File: src/rtl/timer_counter_pkg.sv
// Shared constants for timer_counter: register word offsets, CTRL bit positions,
// MODE encodings and FSM state encodings.
package timer_counter_pkg;

    localparam logic [1:0] TC_CTRL   = 2'd0;
    localparam logic [1:0] TC_PRESET = 2'd1;
    localparam logic [1:0] TC_COUNT  = 2'd2;
    localparam logic [1:0] TC_PSC    = 2'd3;

    localparam int CTRL_EN   = 0;
    localparam int CTRL_MODE = 1;
    localparam int CTRL_IM   = 3;

    // Only auto-reload is distinguished; every other MODE value is one-shot.
    localparam logic [1:0] MODE_RELOAD = 2'b01;

    typedef enum logic [1:0] {
        ST_IDLE = 2'd0,
        ST_LOAD = 2'd1,
        ST_CNT  = 2'd2,
        ST_INT  = 2'd3
    } tc_state_e;

endpackage

File: src/rtl/tc_prescaler.sv
// Prescale counter for timer_counter: emits one tick per PSC+1 counting cycles.
// Only compiled when TC_PRESCALE_EN is defined.
`ifdef TC_PRESCALE_EN
module tc_prescaler (
    input  logic        clk,
    input  logic        reset,
    input  logic        i_clear,
    input  logic        i_run,
    input  logic [15:0] i_psc,
    output logic        o_tick
);

    logic [15:0] r_cnt;

    assign o_tick = i_run && (r_cnt == i_psc);

    always_ff @(posedge clk or posedge reset) begin
        if (reset) begin
            r_cnt <= '0;
        end else if (i_clear || o_tick) begin
            r_cnt <= '0;
        end else if (i_run) begin
            r_cnt <= r_cnt + 16'd1;
        end
    end

endmodule
`endif

File: src/rtl/timer_counter.sv
// Memory-mapped down-counting timer with one-shot and auto-reload modes.
// Optional prescaler (PSC register at 0xC) enabled by macro TC_PRESCALE_EN.
module timer_counter
    import timer_counter_pkg::*;
#(
    parameter logic [31:0] BASE_ADDR = 32'h0000_7F00
) (
    input  logic        clk,
    input  logic        reset,
    input  logic [31:0] addr,
    input  logic        we,
    input  logic [31:0] din,
    output logic [31:0] dout,
    output logic        irq
);

    logic [3:0]  r_ctrl;
    logic [31:0] r_preset;
    logic [31:0] r_count;
    logic        r_irq_flag;
    tc_state_e   r_state;

    tc_state_e   w_state_next;
    logic [31:0] w_count_next;
    logic        w_irq_flag_next;
    logic        w_en_clear;
    logic        w_tick;

    logic        w_hit;
    logic [1:0]  w_off;
    logic        w_wr_ctrl;
    logic        w_wr_preset;
    logic        w_hold;
    logic        w_unused_addr;

    assign w_hit         = (addr[31:4] == BASE_ADDR[31:4]);
    assign w_off         = addr[3:2];
    assign w_unused_addr = ^addr[1:0];
    assign w_wr_ctrl     = we && w_hit && (w_off == TC_CTRL);
    assign w_wr_preset   = we && w_hit && (w_off == TC_PRESET);
    // A CTRL/PRESET store freezes the FSM for that cycle so the new value applies cleanly.
    assign w_hold        = w_wr_ctrl || w_wr_preset;

`ifdef TC_PRESCALE_EN
    logic [15:0] r_psc;
    logic        w_wr_psc;

    assign w_wr_psc = we && w_hit && (w_off == TC_PSC);

    always_ff @(posedge clk or posedge reset) begin
        if (reset) begin
            r_psc <= '0;
        end else if (w_wr_psc) begin
            r_psc <= din[15:0];
        end
    end

    tc_prescaler u_prescaler (
        .clk     (clk),
        .reset   (reset),
        .i_clear (!w_hold && (r_state == ST_LOAD)),
        .i_run   (!w_hold && (r_state == ST_CNT)),
        .i_psc   (r_psc),
        .o_tick  (w_tick)
    );
`else
    assign w_tick = 1'b1;
`endif

    always_comb begin
        w_state_next    = r_state;
        w_count_next    = r_count;
        w_irq_flag_next = r_irq_flag;
        w_en_clear      = 1'b0;
        if (!w_hold) begin
            case (r_state)
                ST_IDLE: begin
                    if (r_ctrl[CTRL_EN]) begin
                        w_state_next    = ST_LOAD;
                        w_irq_flag_next = 1'b0;
                    end
                end
                ST_LOAD: begin
                    w_count_next = r_preset;
                    w_state_next = ST_CNT;
                end
                ST_CNT: begin
                    if (!r_ctrl[CTRL_EN]) begin
                        w_state_next = ST_IDLE;
                    end else if (w_tick) begin
                        if (r_count > 32'd1) begin
                            w_count_next = r_count - 32'd1;
                        end else begin
                            w_count_next    = '0;
                            w_irq_flag_next = 1'b1;
                            w_state_next    = ST_INT;
                        end
                    end
                end
                ST_INT: begin
                    w_state_next = ST_IDLE;
                    if (r_ctrl[CTRL_MODE +: 2] == MODE_RELOAD) begin
                        w_irq_flag_next = 1'b0;
                    end else begin
                        w_en_clear = 1'b1;
                    end
                end
                default: w_state_next = ST_IDLE;
            endcase
        end
    end

    always_ff @(posedge clk or posedge reset) begin
        if (reset) begin
            r_state    <= ST_IDLE;
            r_count    <= '0;
            r_irq_flag <= 1'b0;
        end else begin
            r_state    <= w_state_next;
            r_count    <= w_count_next;
            r_irq_flag <= w_irq_flag_next;
        end
    end

    always_ff @(posedge clk or posedge reset) begin
        if (reset) begin
            r_ctrl   <= '0;
            r_preset <= '0;
        end else begin
            if (w_wr_ctrl) begin
                r_ctrl <= din[3:0];
            end else if (w_en_clear) begin
                r_ctrl[CTRL_EN] <= 1'b0;
            end
            if (w_wr_preset) begin
                r_preset <= din;
            end
        end
    end

    assign irq = r_irq_flag & r_ctrl[CTRL_IM];

    always_comb begin
        dout = '0;
        if (w_hit) begin
            case (w_off)
                TC_CTRL:   dout = {28'd0, r_ctrl};
                TC_PRESET: dout = r_preset;
                TC_COUNT:  dout = r_count;
`ifdef TC_PRESCALE_EN
                TC_PSC:    dout = {16'd0, r_psc};
`else
                TC_PSC:    dout = '0;
`endif
            endcase
        end
    end

endmodule
File: config.mk
export PLATFORM = sky130hd
export DESIGN_NAME = timer_counter
export DESIGN_NICKNAME = d
export VERILOG_FILES = /design/src/rtl/timer_counter_pkg.sv /design/src/rtl/tc_prescaler.sv /design/src/rtl/timer_counter.sv
export SDC_FILE = /design/constraint.sdc
export NUM_CORES = 1
export LEC_CHECK = 0
export CAP_MARGIN = 10
export CORE_MARGIN = 3
export CORE_UTILIZATION = 51
export DETAILED_ROUTE_END_ITERATION = 12
export GPL_ROUTABILITY_DRIVEN = 0
export PLACE_DENSITY = 0.81
export SYNTH_ARGS = -nofsm -noshare
export SYNTH_HDL_FRONTEND = slang
export SYNTH_SLANG_ARGS = --single-unit
File: constraint.sdc
create_clock -name clk -period 5.6 [get_ports clk]
set_input_delay 1.68 -clock clk [delete_from_list [all_inputs] [get_ports clk]]
set_output_delay 1.68 -clock clk [all_outputs]
set_load 0.02 [all_outputs]
==> results of run 1 <==
[final timing paths]
kind                                endpoint
min in group asynchronous        r_preset[8]
worst min-delay path            r_preset[18]
worst min register to register  r_preset[18]
worst max-delay path                dout[15]
max in group asynchronous        r_count[30]
worst max register to register   r_count[26]
[Yosys cell counts, types with 3 or more instances]
cell,number
nor2_1,50
nand3_1,18
nor4_1,15
clkbuf_1,26
a32oi_1,7
mux2_1,32
nand4_1,9
nand3b_1,3
dfrtp_1,71
nand2b_1,3
or3_1,5
a21oi_1,10
nor3_1,11
a2bb2oi_1,5
o2bb2ai_1,10
o21ai_1,23
a22o_1,8
or4_1,5
nor2b_1,6
inv_1,15
buf_2,7
mux2i_1,6
o31a_1,3
o22ai_1,3
ha_1,7
o21ai_0,3
nand2_1,14
a22oi_1,40
buf_4,5
[per-stage QoR]
step,cell area [sq um],setup TNS [ns],hold WS [ns],instances
after floorplan,4405,0,0.4732,464
after global placement,5493,0,0.4996,641
after detailed placement,5493,0,0.5081,641
after CTS,5700,0,0.5285,657
after global routing,5713,-0.04167,0.5453,657
final,5713,0,0.5277,657
[layout by cell type (no fill, tap or decap), types with 6 or more instances in the layout]
cell type / instances
clkdlybuf4s50_1: 97
dfrtp_1: 71
nor2_1: 49
a22oi_1: 40
mux2_1: 32
o21ai_1: 23
nand3_1: 18
inv_1: 14
nand2_1: 14
nor4_1: 13
nor3_1: 11
clkbuf_8: 11
buf_4: 11
a21oi_1: 10
o2bb2ai_1: 10
nand4_1: 9
a22o_1: 8
a32oi_1: 7
ha_1: 7
mux2i_1: 6
[kinds of logic (layout without fill, tap and decap cells)]
kind of cell             Yosys count  in the layout  synth area share
buffers and inverters             54            142           0.05226
adder cells (fa/ha/maj)            7              7           0.01988
multiplexers                      40             40            0.1005
AO/OA/AOI/OAI                    133            133            0.2227
AND/OR/NAND/NOR                  159            159            0.2014
flip-flops                        71             71            0.4033
[state kept, by name (all words and copies together) (netlist names)]
register    count
r_preset       32
r_irq_flag      1
r_count        32
r_ctrl          4
r_state         2
[layer usage]
| metal | wire, um | vias up | GRT usage |
|---|---|---|---|
| li1 | - | 1955 | - |
| met2 | 5976 | 207 | 0.4086 |
| met5 | 0 | - | 0 |
| met1 | 5197 | 2042 | 0.3447 |
| met4 | 225 | 0 | 0.07668 |
| met3 | 891 | 29 | 0.03751 |
[power by group through the flow]
stage / clock network [mW] / registers (mW) / logic (mW)
after detailed placement: 0 / 0.552 / 0.163
after global placement: 0 / 0.551 / 0.158
after CTS: 0.434 / 0.542 / 0.164
final: 0.433 / 0.543 / 0.165
after floorplan: 0 / 0.540 / 0.100
after global routing: 0.455 / 0.545 / 0.183
[timing repair]
action / 4_1_cts / 5_1_grt
hold buffers: 0 / 0
endpoints found under the setup margin: 0 / 9
setup buffers: 0 / 0
gates resized for setup: 0 / 2
[cell type report]
| class | instances | area share |
|---|---|---|
| multi-input cells | 339 | 0.4249 |
| clock buffers | 11 | 0.02650 |
| flip-flops and latches | 71 | 0.3110 |
| inverters | 15 | 0.009855 |
| repair buffers | 111 | 0.1949 |
| clock inverters | 5 | 0.009855 |
| well taps | 105 | 0.02300 |
==> reports/qor.txt, run 1 <==
Status: finished, final reports clean
Buffers on Ports: 97
Critical R2R Launch: r_state[0]
Combinational power share: 0.145
Mean Syn Cell Area: 9.495 sq um
Worst R2R Setup Slack: 2.37 ns
First-pass GRT wire length: 20.17 mm
Clock power frac: 0.379
Switching power: 0.3069 mW
First-pass DRT Iterations: 6
Post-synthesis sequential area ratio: 0.4033
Setup CP Type: input pin to output pin
Register area: 0.001777 sq mm
Actual slew at the worst max-slew pin: 0.8905 ns
Ys flop type: dfrtp_1
Worst path required time: 3.92 ns
Filler Cell Count: 638
Synthesis Warnings: 0
Row count: 33
Rel. slew slack: 0.3985
Max-cap violations: 0
Routed Antenna Nets: 0
DRT iter0 DRCs: 362
Max H-tree Level: 3
Largest net degree at the start of global routing: 38
Vias per inst: 6.443
Top cell type's share of synthesized area: 0.4033
Clock sinks: 71
Layout cells sized above 1: 0.08514
Critical Path AT: 3.83 ns
Overall power: 1.142 mW
Clk buf depth: 2
Worst path cell trace: clkdlybuf4s50_1, nor4_2, nand3_1, or2_1, buf_4, nor2_1, clkdlybuf4s50_1
Core area: 0.008299 sq mm
DPL Wire Length: 8.674 mm
LEAKAGE: 2.210 nW
Hold Path Stages: 1
Max stage delay on crit path: 0.62 ns
Clk Latency, worst-skew pair: 0.35 ns
Die Area: 0.009789 sq mm
Worst setup margin: 0.09394 ns
Slowest-stage cell, CP: clkdlybuf4s50_1
Sw Share: 0.2687
Synth-to-Final Area Change: 29.68%
Stages on worst setup path: 7
Utilization after layout: 0.6884
Buffers & Inverters on Critical Path: 3
Final Hold Fails: 0
Syn Nets: 538
CTS clk-pin slew, worst paths: 0.08 ns
Crit path from: addr[30]
Sequential share of power: 0.476
CP delay by family, top: buffers and inverters
Setup Skew: 0.007585 ns
PD cells: 199.9 mW/mm^2
Yosys top cell by area: dfrtp_1
Final setup vio count: 0
I/O pins: 100
Die H: 98.94 um
Worst Setup End Kind: output pin
Min-Delay Path Class: flip-flop to flip-flop
Most common cell type on the critical path: clkdlybuf4s50_1
Fin crit period: 5.506 ns
Vias in the first global route: 4036
Residual DRC: 0
Yosys reg bits: 71
Initial antenna violation count: 0
Netlist Area Pre-Place: 0.004405 sq mm
Slew Limit Fails: 0
CTS tree: done
Final Cycle Share: 0.9832
Number of synthesized flops with an enable pin: 0
Via count: 4233
Top post-synthesis cells by area: dfrtp_1 40%, mux2_1 8.2%, a22oi_1 6.8%, nor2_1 4.3%, o21ai_1 2.6%
Cells on worst reg2reg path: 7
GRT Residual Overflow: 0
Die width: 98.94 um
CTS buffer count: 9
Final net count: 621
Startpoint types: input pin
Crit-path max FO: 19
Post-synthesis async set-or-reset flop share: 1.000
Maximum vdd drop: 155.3 uV
Root Driver: clkbuf_8
Setup WS pre-CTS: 0.07223 ns
Worst hold start: r_preset[18]
Library cells used by synthesis: 63
Internal Power: 0.8350 mW
Multi-input logic area: 0.002427 sq mm
Wire length per cell: 18.71 um
Gate Count Post-Synth: 464
Initial Utilization: 0.5308
Global Route Usage Sum: 0.2503
Ant diodes: 0
Final WL: 12.29 mm
FMAX: 181.6 MHz
Note: power is estimated with default switching activity, not from simulation.
==> run 2, diff against run 1 <==
GPL_ROUTABILITY_DRIVEN = default   (was 0)
PLACE_DENSITY = default   (was 0.81)
PLACE_DENSITY_LB_ADDON = 0.2   (was default)
==> run 2 against run 1 <==
Clock power increased by 5.3%. Register-to-register slack got worse by 0.05 ns. Die area unchanged. Count of clock-buffer cells in the layout unchanged. Clock skew increased by 0.0013 ns. Utilization increased by 0.27 points. Via count decreased by 0.59%. Worst hold slack improved by 0.0010 ns. Cell area increased by 0.39%. Highest routed layer unchanged. Sequential power about the same. Critical path depth unchanged.
==> reports/qor.txt, run 2 (same netlist as run 1, synthesis figures left out) <==
Rel. slew slack: 0.3129 (-0.08564)
Final WL: 12.29 mm (about the same)
Worst Setup End Kind: output pin
Sequential share of power: 0.466 (-0.010)
FMAX: 182.0 MHz (+0.22%)
Residual DRC: 0 (unchanged)
Crit-path max FO: 15 (-4)
Die width: 98.94 um (unchanged)
Worst hold slack: 0.5287 ns (+0.001003 ns)
Fin Setup TNS: 0 ns (unchanged)
Most common cell type on the critical path: clkdlybuf4s50_1
Stages on worst setup path: 7 (unchanged)
Ant diodes: 0 (unchanged)
Setup WS pre-CTS: 0.02600 ns (-0.04623 ns)
Global Route Usage Sum: 0.2574 (+0.007129)
Final net count: 621 (unchanged)
Buffers & Inverters on Critical Path: 3 (unchanged)
PD cells: 203.1 mW/mm^2 (+1.6%)
Final Cycle Share: 0.9811 (-0.002128)
CTS buffer count: 9 (unchanged)
Status: finished, final reports clean
Routability Congestion: 0.8671
Largest net degree at the start of global routing: 49 (+29%)
Synth-to-Final Area Change: 30.19%
Clock sinks: 71 (unchanged)
RSZ-0062 raised after global routing: false
Most frequent cells in the layout: 83 x clkdlybuf4s50_1, 71 x dfrtp_1, 49 x nor2_1
Setup Buffers After CTS: 0 (unchanged)
Worst setup margin: 0.1059 ns (+0.01192 ns)
Final setup vio count: 0 (unchanged)
Initial antenna violation count: 0 (unchanged)
Via count: 4208 (-0.59%)
Routed Antenna Nets: 0 (unchanged)
Wire length per cell: 18.73 um (+0.13%)
First-pass DRT Iterations: 5 (-1)
DRT iter0 DRCs: 359 (-0.83%)
Initial Utilization: 0.5308 (unchanged)
CTS tree: done
Fin crit period: 5.494 ns (-0.01192 ns)
DPL Wire Length: 8.708 mm (+0.39%)
Max stage delay on crit path: 0.63 ns (about the same)
Max-cap violations: 0 (unchanged)
Vias per inst: 6.415 (-0.44%)
Most common cell after layout, fill and taps aside: clkdlybuf4s50_1
CP delay by family, top: buffers and inverters
Worst path cell trace: clkdlybuf4s50_1, nor4bb_1, nand4_1, or2_1, buf_4, nor2_1, clkdlybuf4s50_1
Maximum vdd drop: 140.8 uV (-9.3%)
Die H: 98.94 um (unchanged)
Die Area: 0.009789 sq mm (unchanged)
LEAKAGE: 2.474 nW (+12%)
Post-CTS Hold Fix Bufs: 0 (unchanged)
First-pass GRT wire length: 20.54 mm (+1.8%)
Clk buf depth: 2 (unchanged)
Hold Path Stages: 1 (unchanged)
Slew Limit Fails: 0 (unchanged)
Startpoint types: input pin
Top flop regs: r_count: 32 flops, r_preset: 32 flops, r_ctrl: 4 flops
Slowest-stage cell, CP: clkdlybuf4s50_1
Sw Share: 0.2581 (-0.01063)
Max H-tree Level: 3 (unchanged)
Actual slew at the worst max-slew pin: 1.029 ns (+0.1387 ns)
Layout cells sized above 1: 0.08167 (-0.003475)
Buffers on Ports: 97 (unchanged)
Vias in the first global route: 4226 (+4.7%)
Setup Skew: 0.008909 ns (+0.001325 ns)
Combinational power share: 0.142 (-0.003)
Critical Path AT: 3.81 ns (-0.02 ns)
Cells on worst reg2reg path: 7 (unchanged)
Post_cts resized: 0 (unchanged)
Setup CP Type: input pin to output pin
Min-Delay Path Class: flip-flop to flip-flop
Row count: 33 (unchanged)
Core area: 0.008299 sq mm (unchanged)
Root Driver: clkbuf_8
I/O pins: 100 (unchanged)
Worst path required time: 3.92 ns (about the same)
CTS clk-pin slew, worst paths: 0.08 ns (about the same)
Internal Power: 0.8641 mW (+3.5%)
Clock power frac: 0.392 (+0.013)
GRT Residual Overflow: 0 (unchanged)
Switching power: 0.3006 mW (-2.0%)
Clk Latency, worst-skew pair: 0.34 ns (about the same)
Final Hold Fails: 0 (unchanged)
## run 2: cell count changes in the layout (fill, tap and decap cells not counted), moves of 2 or more
cell | previous run | this run
buf_12 | 3 | 1
clkdlybuf4s50_1 | 97 | 83
buf_4 | 11 | 13
dlymetal6s2s_1 | 0 | 14
## run 2: stage by stage
stage | power (mW) | area, sq um | std cells | utilization
after floorplan | 0.6405 | 4405 | 464 | -
after global placement | 0.7089 | 5468 | 641 | 0.6588
after detailed placement | 0.7149 | 5468 | 641 | 0.6588
after CTS | 1.164 | 5679 | 656 | 0.6843
after global routing | 1.208 | 5736 | 656 | 0.6911
final | 1.165 | 5736 | 656 | 0.6911
## run 2: layer usage
layer,track usage,vias to the layer above,part of all wire
met2,0.4298,210,0.49
met3,0.03468,19,0.072
li1,-,1938,-
met4,0.08613,0,0.014
met5,0,-,0
met1,0.3456,2041,0.42
## run 2: worst register-to-register path, cell delays in order (launching register included)
cell	delay, ns
dfrtp_1	0.41
inv_1	0.16
ha_1	0.51
inv_1	0.54
a41oi_1	0.89
buf_4	0.37
a32oi_1	0.13
o2bb2ai_1	0.18
## run 2: power by group through the flow
| stage | registers, mW | logic (mW) | clock network (mW) |
|---|---|---|---|
| after floorplan | 0.540 | 0.100 | 0 |
| after global placement | 0.552 | 0.157 | 0 |
| after detailed placement | 0.553 | 0.162 | 0 |
| after CTS | 0.542 | 0.164 | 0.458 |
| after global routing | 0.546 | 0.182 | 0.480 |
| final | 0.543 | 0.165 | 0.456 |
## run 2: final timing paths
kind / start / endpoint / slack, ns
hold / removal: r_preset[26] / r_preset[26] / 0.53
max in group asynchronous: reset / r_count[28] / 2.76
setup reg to reg: r_state[0] / r_count[24] / 2.32
min in group asynchronous: reset / r_preset[10] / 1.90
setup / recovery: addr[12] / dout[0] / 0.11
hold reg to reg: r_preset[26] / r_preset[26] / 0.53
## run 2: cell type report
| type | count | area (sq um) |
|---|---|---|
| clock buffer | 11 | 141.4 |
| inverter | 15 | 56.30 |
| multi-input combinational | 339 | 2436 |
| sequential | 71 | 1777 |
| tap | 105 | 131.4 |
| timing repair buffer | 111 | 1124 |
| fill | 657 | 2564 |
| clock inverter | 4 | 70.07 |
==> run 3, diff against run 2 <==
CORE_UTILIZATION = 55   (was 51)
==> run 3 against run 2 <==
Critical path depth unchanged. Clock power shrank 4.8%. Sequential cell count is the same. Count of clock-buffer cells in the layout is the same. Utilization rose by 4.4 points. Clock skew up 0.0048 ns. Wire length rose by 0.35%. Via count increased by 1.8%. Die area down 6.8%. Worst hold slack barely moved. Sequential power about the same. Non-clock buffer count rose by 1. Largest power group unchanged. Highest routed layer unchanged.
==> reports/qor.txt, run 3 (same netlist as run 1, synthesis figures left out) <==
Slowest-stage cell, CP: clkdlybuf4s50_1
Max H-tree Level: 3 (unchanged)
First-pass DRT Iterations: 5 (unchanged)
Critical Path AT: 3.79 ns (-0.02 ns)
Clk Latency, worst-skew pair: 0.35 ns (about the same)
Die H: 95.50 um (-3.5%)
Utilization after layout: 0.7350 (+0.04393)
Post-route cell area: 0.005709 sq mm (-0.46%)
I/O pins: 100 (unchanged)
Clk buf depth: 2 (unchanged)
CTS tree: done
Top flop regs: r_count: 32 flops, r_preset: 32 flops, r_ctrl: 4 flops
Layout cells sized above 1: 0.08680 (+0.005130)
Fin Setup TNS: 0 ns (unchanged)
Cell Area, Placed: 0.005459 sq mm (-0.16%)
Via count: 4284 (+1.8%)
Clock power frac: 0.380 (-0.012)
Setup WS pre-CTS: 0.05771 ns (+0.03171 ns)
Placed Cells: 639 (-0.31%)
Ant diodes: 0 (unchanged)
Final WL: 12.33 mm (+0.35%)
Fin crit period: 5.466 ns (-0.02805 ns)
Die Area: 0.009120 sq mm (-6.8%)
Rel. slew slack: 0.3486 (+0.03571)
LEAKAGE: 2.432 nW (-1.7%)
Switching power: 0.3089 mW (+2.8%)
Max-cap violations: 0 (unchanged)
Maximum vdd drop: 137.8 uV (-2.2%)
DPL Wire Length: 8.688 mm (-0.22%)
Status: finished, final reports clean
Buffers & Inverters on Critical Path: 3 (unchanged)
Stages on worst setup path: 7 (unchanged)
Vias in the first global route: 4249 (+0.54%)
Row count: 32 (-3.0%)
Wire length per cell: 18.82 um (+0.50%)
Vias per inst: 6.540 (+2.0%)
Synth-to-Final Area Change: 29.59%
Most frequent cells in the layout: 85 x clkdlybuf4s50_1, 71 x dfrtp_1, 49 x nor2_1
Worst path required time: 3.92 ns (about the same)
Max stage delay on crit path: 0.62 ns (about the same)
CTS buffer count: 9 (unchanged)
Setup Skew: 0.01372 ns (+0.004806 ns)
Routability Congestion: 0.8940 (+3.1%)
Die width: 95.50 um (-3.5%)
Setup CP Type: input pin to output pin
Initial antenna violation count: 0 (unchanged)
RSZ-0062 raised after global routing: false
Combinational power share: 0.145 (+0.003)
Setup Buffers After CTS: 0 (unchanged)
Min-Delay Path Class: flip-flop to flip-flop
Initial Utilization: 0.5672 (+0.03634)
Root Driver: clkbuf_8
Filler Cell Count: 591 (-10%)
Clock sinks: 71 (unchanged)
Post-Layout Cell Count: 655 (-0.15%)
Most common cell after layout, fill and taps aside: clkdlybuf4s50_1
Crit-path max FO: 15 (unchanged)
Overall power: 1.143 mW (-1.9%)
GRT Residual Overflow: 0 (unchanged)
Hold Path Stages: 1 (unchanged)
Internal Power: 0.8342 mW (-3.5%)
Cells on worst reg2reg path: 7 (unchanged)
Routed Antenna Nets: 0 (unchanged)
First-pass GRT wire length: 20.82 mm (+1.4%)
Final setup vio count: 0 (unchanged)
Final net count: 622 (+0.16%)
CP delay by family, top: buffers and inverters
Final Cycle Share: 0.9761 (-0.005008)
Worst Setup End Kind: output pin
Sequential share of power: 0.475 (+0.009)
Startpoint types: input pin
Worst path cell trace: clkdlybuf4s50_1, nor4bb_1, nand4_1, or2_1, buf_4, nor2_1, clkdlybuf4s50_1
Post-CTS Hold Fix Bufs: 0 (unchanged)
Actual slew at the worst max-slew pin: 0.9757 ns (-0.05349 ns)
Worst hold slack: 0.5285 ns (-0.0002750 ns)
Slew Limit Fails: 0 (unchanged)
Worst setup margin: 0.1339 ns (+0.02805 ns)
Core area: 0.007767 sq mm (-6.4%)
Most common cell type on the critical path: clkdlybuf4s50_1
Buffers on Ports: 97 (unchanged)
Global Route Usage Sum: 0.2874 (+0.03005)
DRT iter0 DRCs: 333 (-7.2%)
FMAX: 182.9 MHz (+0.51%)
CTS clk-pin slew, worst paths: 0.08 ns (about the same)
Sw Share: 0.2703 (+0.01214)
Final Hold Fails: 0 (unchanged)
Largest net degree at the start of global routing: 48 (-2.0%)
PD cells: 200.2 mW/mm^2 (-1.4%)
Residual DRC: 0 (unchanged)
Post_cts resized: 0 (unchanged)
[run 3: metal layers]
metal / track usage / vias to the layer above / wire length (um)
met3: 0.03867 / 23 / 925
li1: - / 1943 / -
met2: 0.4822 / 225 / 6121
met5: 0 / - / 0
met1: 0.3850 / 2093 / 5085
met4: 0.09479 / 0 / 197
[run 3: path summary, 6_finish.rpt]
| check | to | startpoint | slack, ns |
|---|---|---|---|
| max in group asynchronous | r_preset[12] | reset | 2.86 |
| worst max register to register | r_count[25] | r_state[0] | 2.39 |
| worst max-delay path | dout[27] | addr[12] | 0.13 |
| worst min-delay path | r_preset[6] | r_preset[6] | 0.53 |
| min in group asynchronous | r_preset[8] | reset | 1.87 |
| worst min register to register | r_preset[6] | r_preset[6] | 0.53 |
[run 3: power by group through the flow]
stage,sequential (mW),clock (mW),combinational (mW)
2_1_floorplan,0.540,0,0.100
3_3_place_gp,0.552,0,0.157
3_5_place_dp,0.552,0,0.163
4_1_cts,0.542,0.436,0.165
5_1_grt,0.545,0.460,0.183
6_report,0.543,0.434,0.166
[run 3: cell type report]
class / count / area (sq um) / share of cell area
Clock buffer: 11 / 151.4 / 0.02652
Clock inverter: 5 / 56.30 / 0.009862
Inverter: 15 / 56.30 / 0.009862
Multi-Input combinational cell: 339 / 2427 / 0.4252
Sequential cell: 71 / 1777 / 0.3112
Tap cell: 102 / 127.6 / 0.02235
Timing Repair Buffer: 112 / 1114 / 0.1950
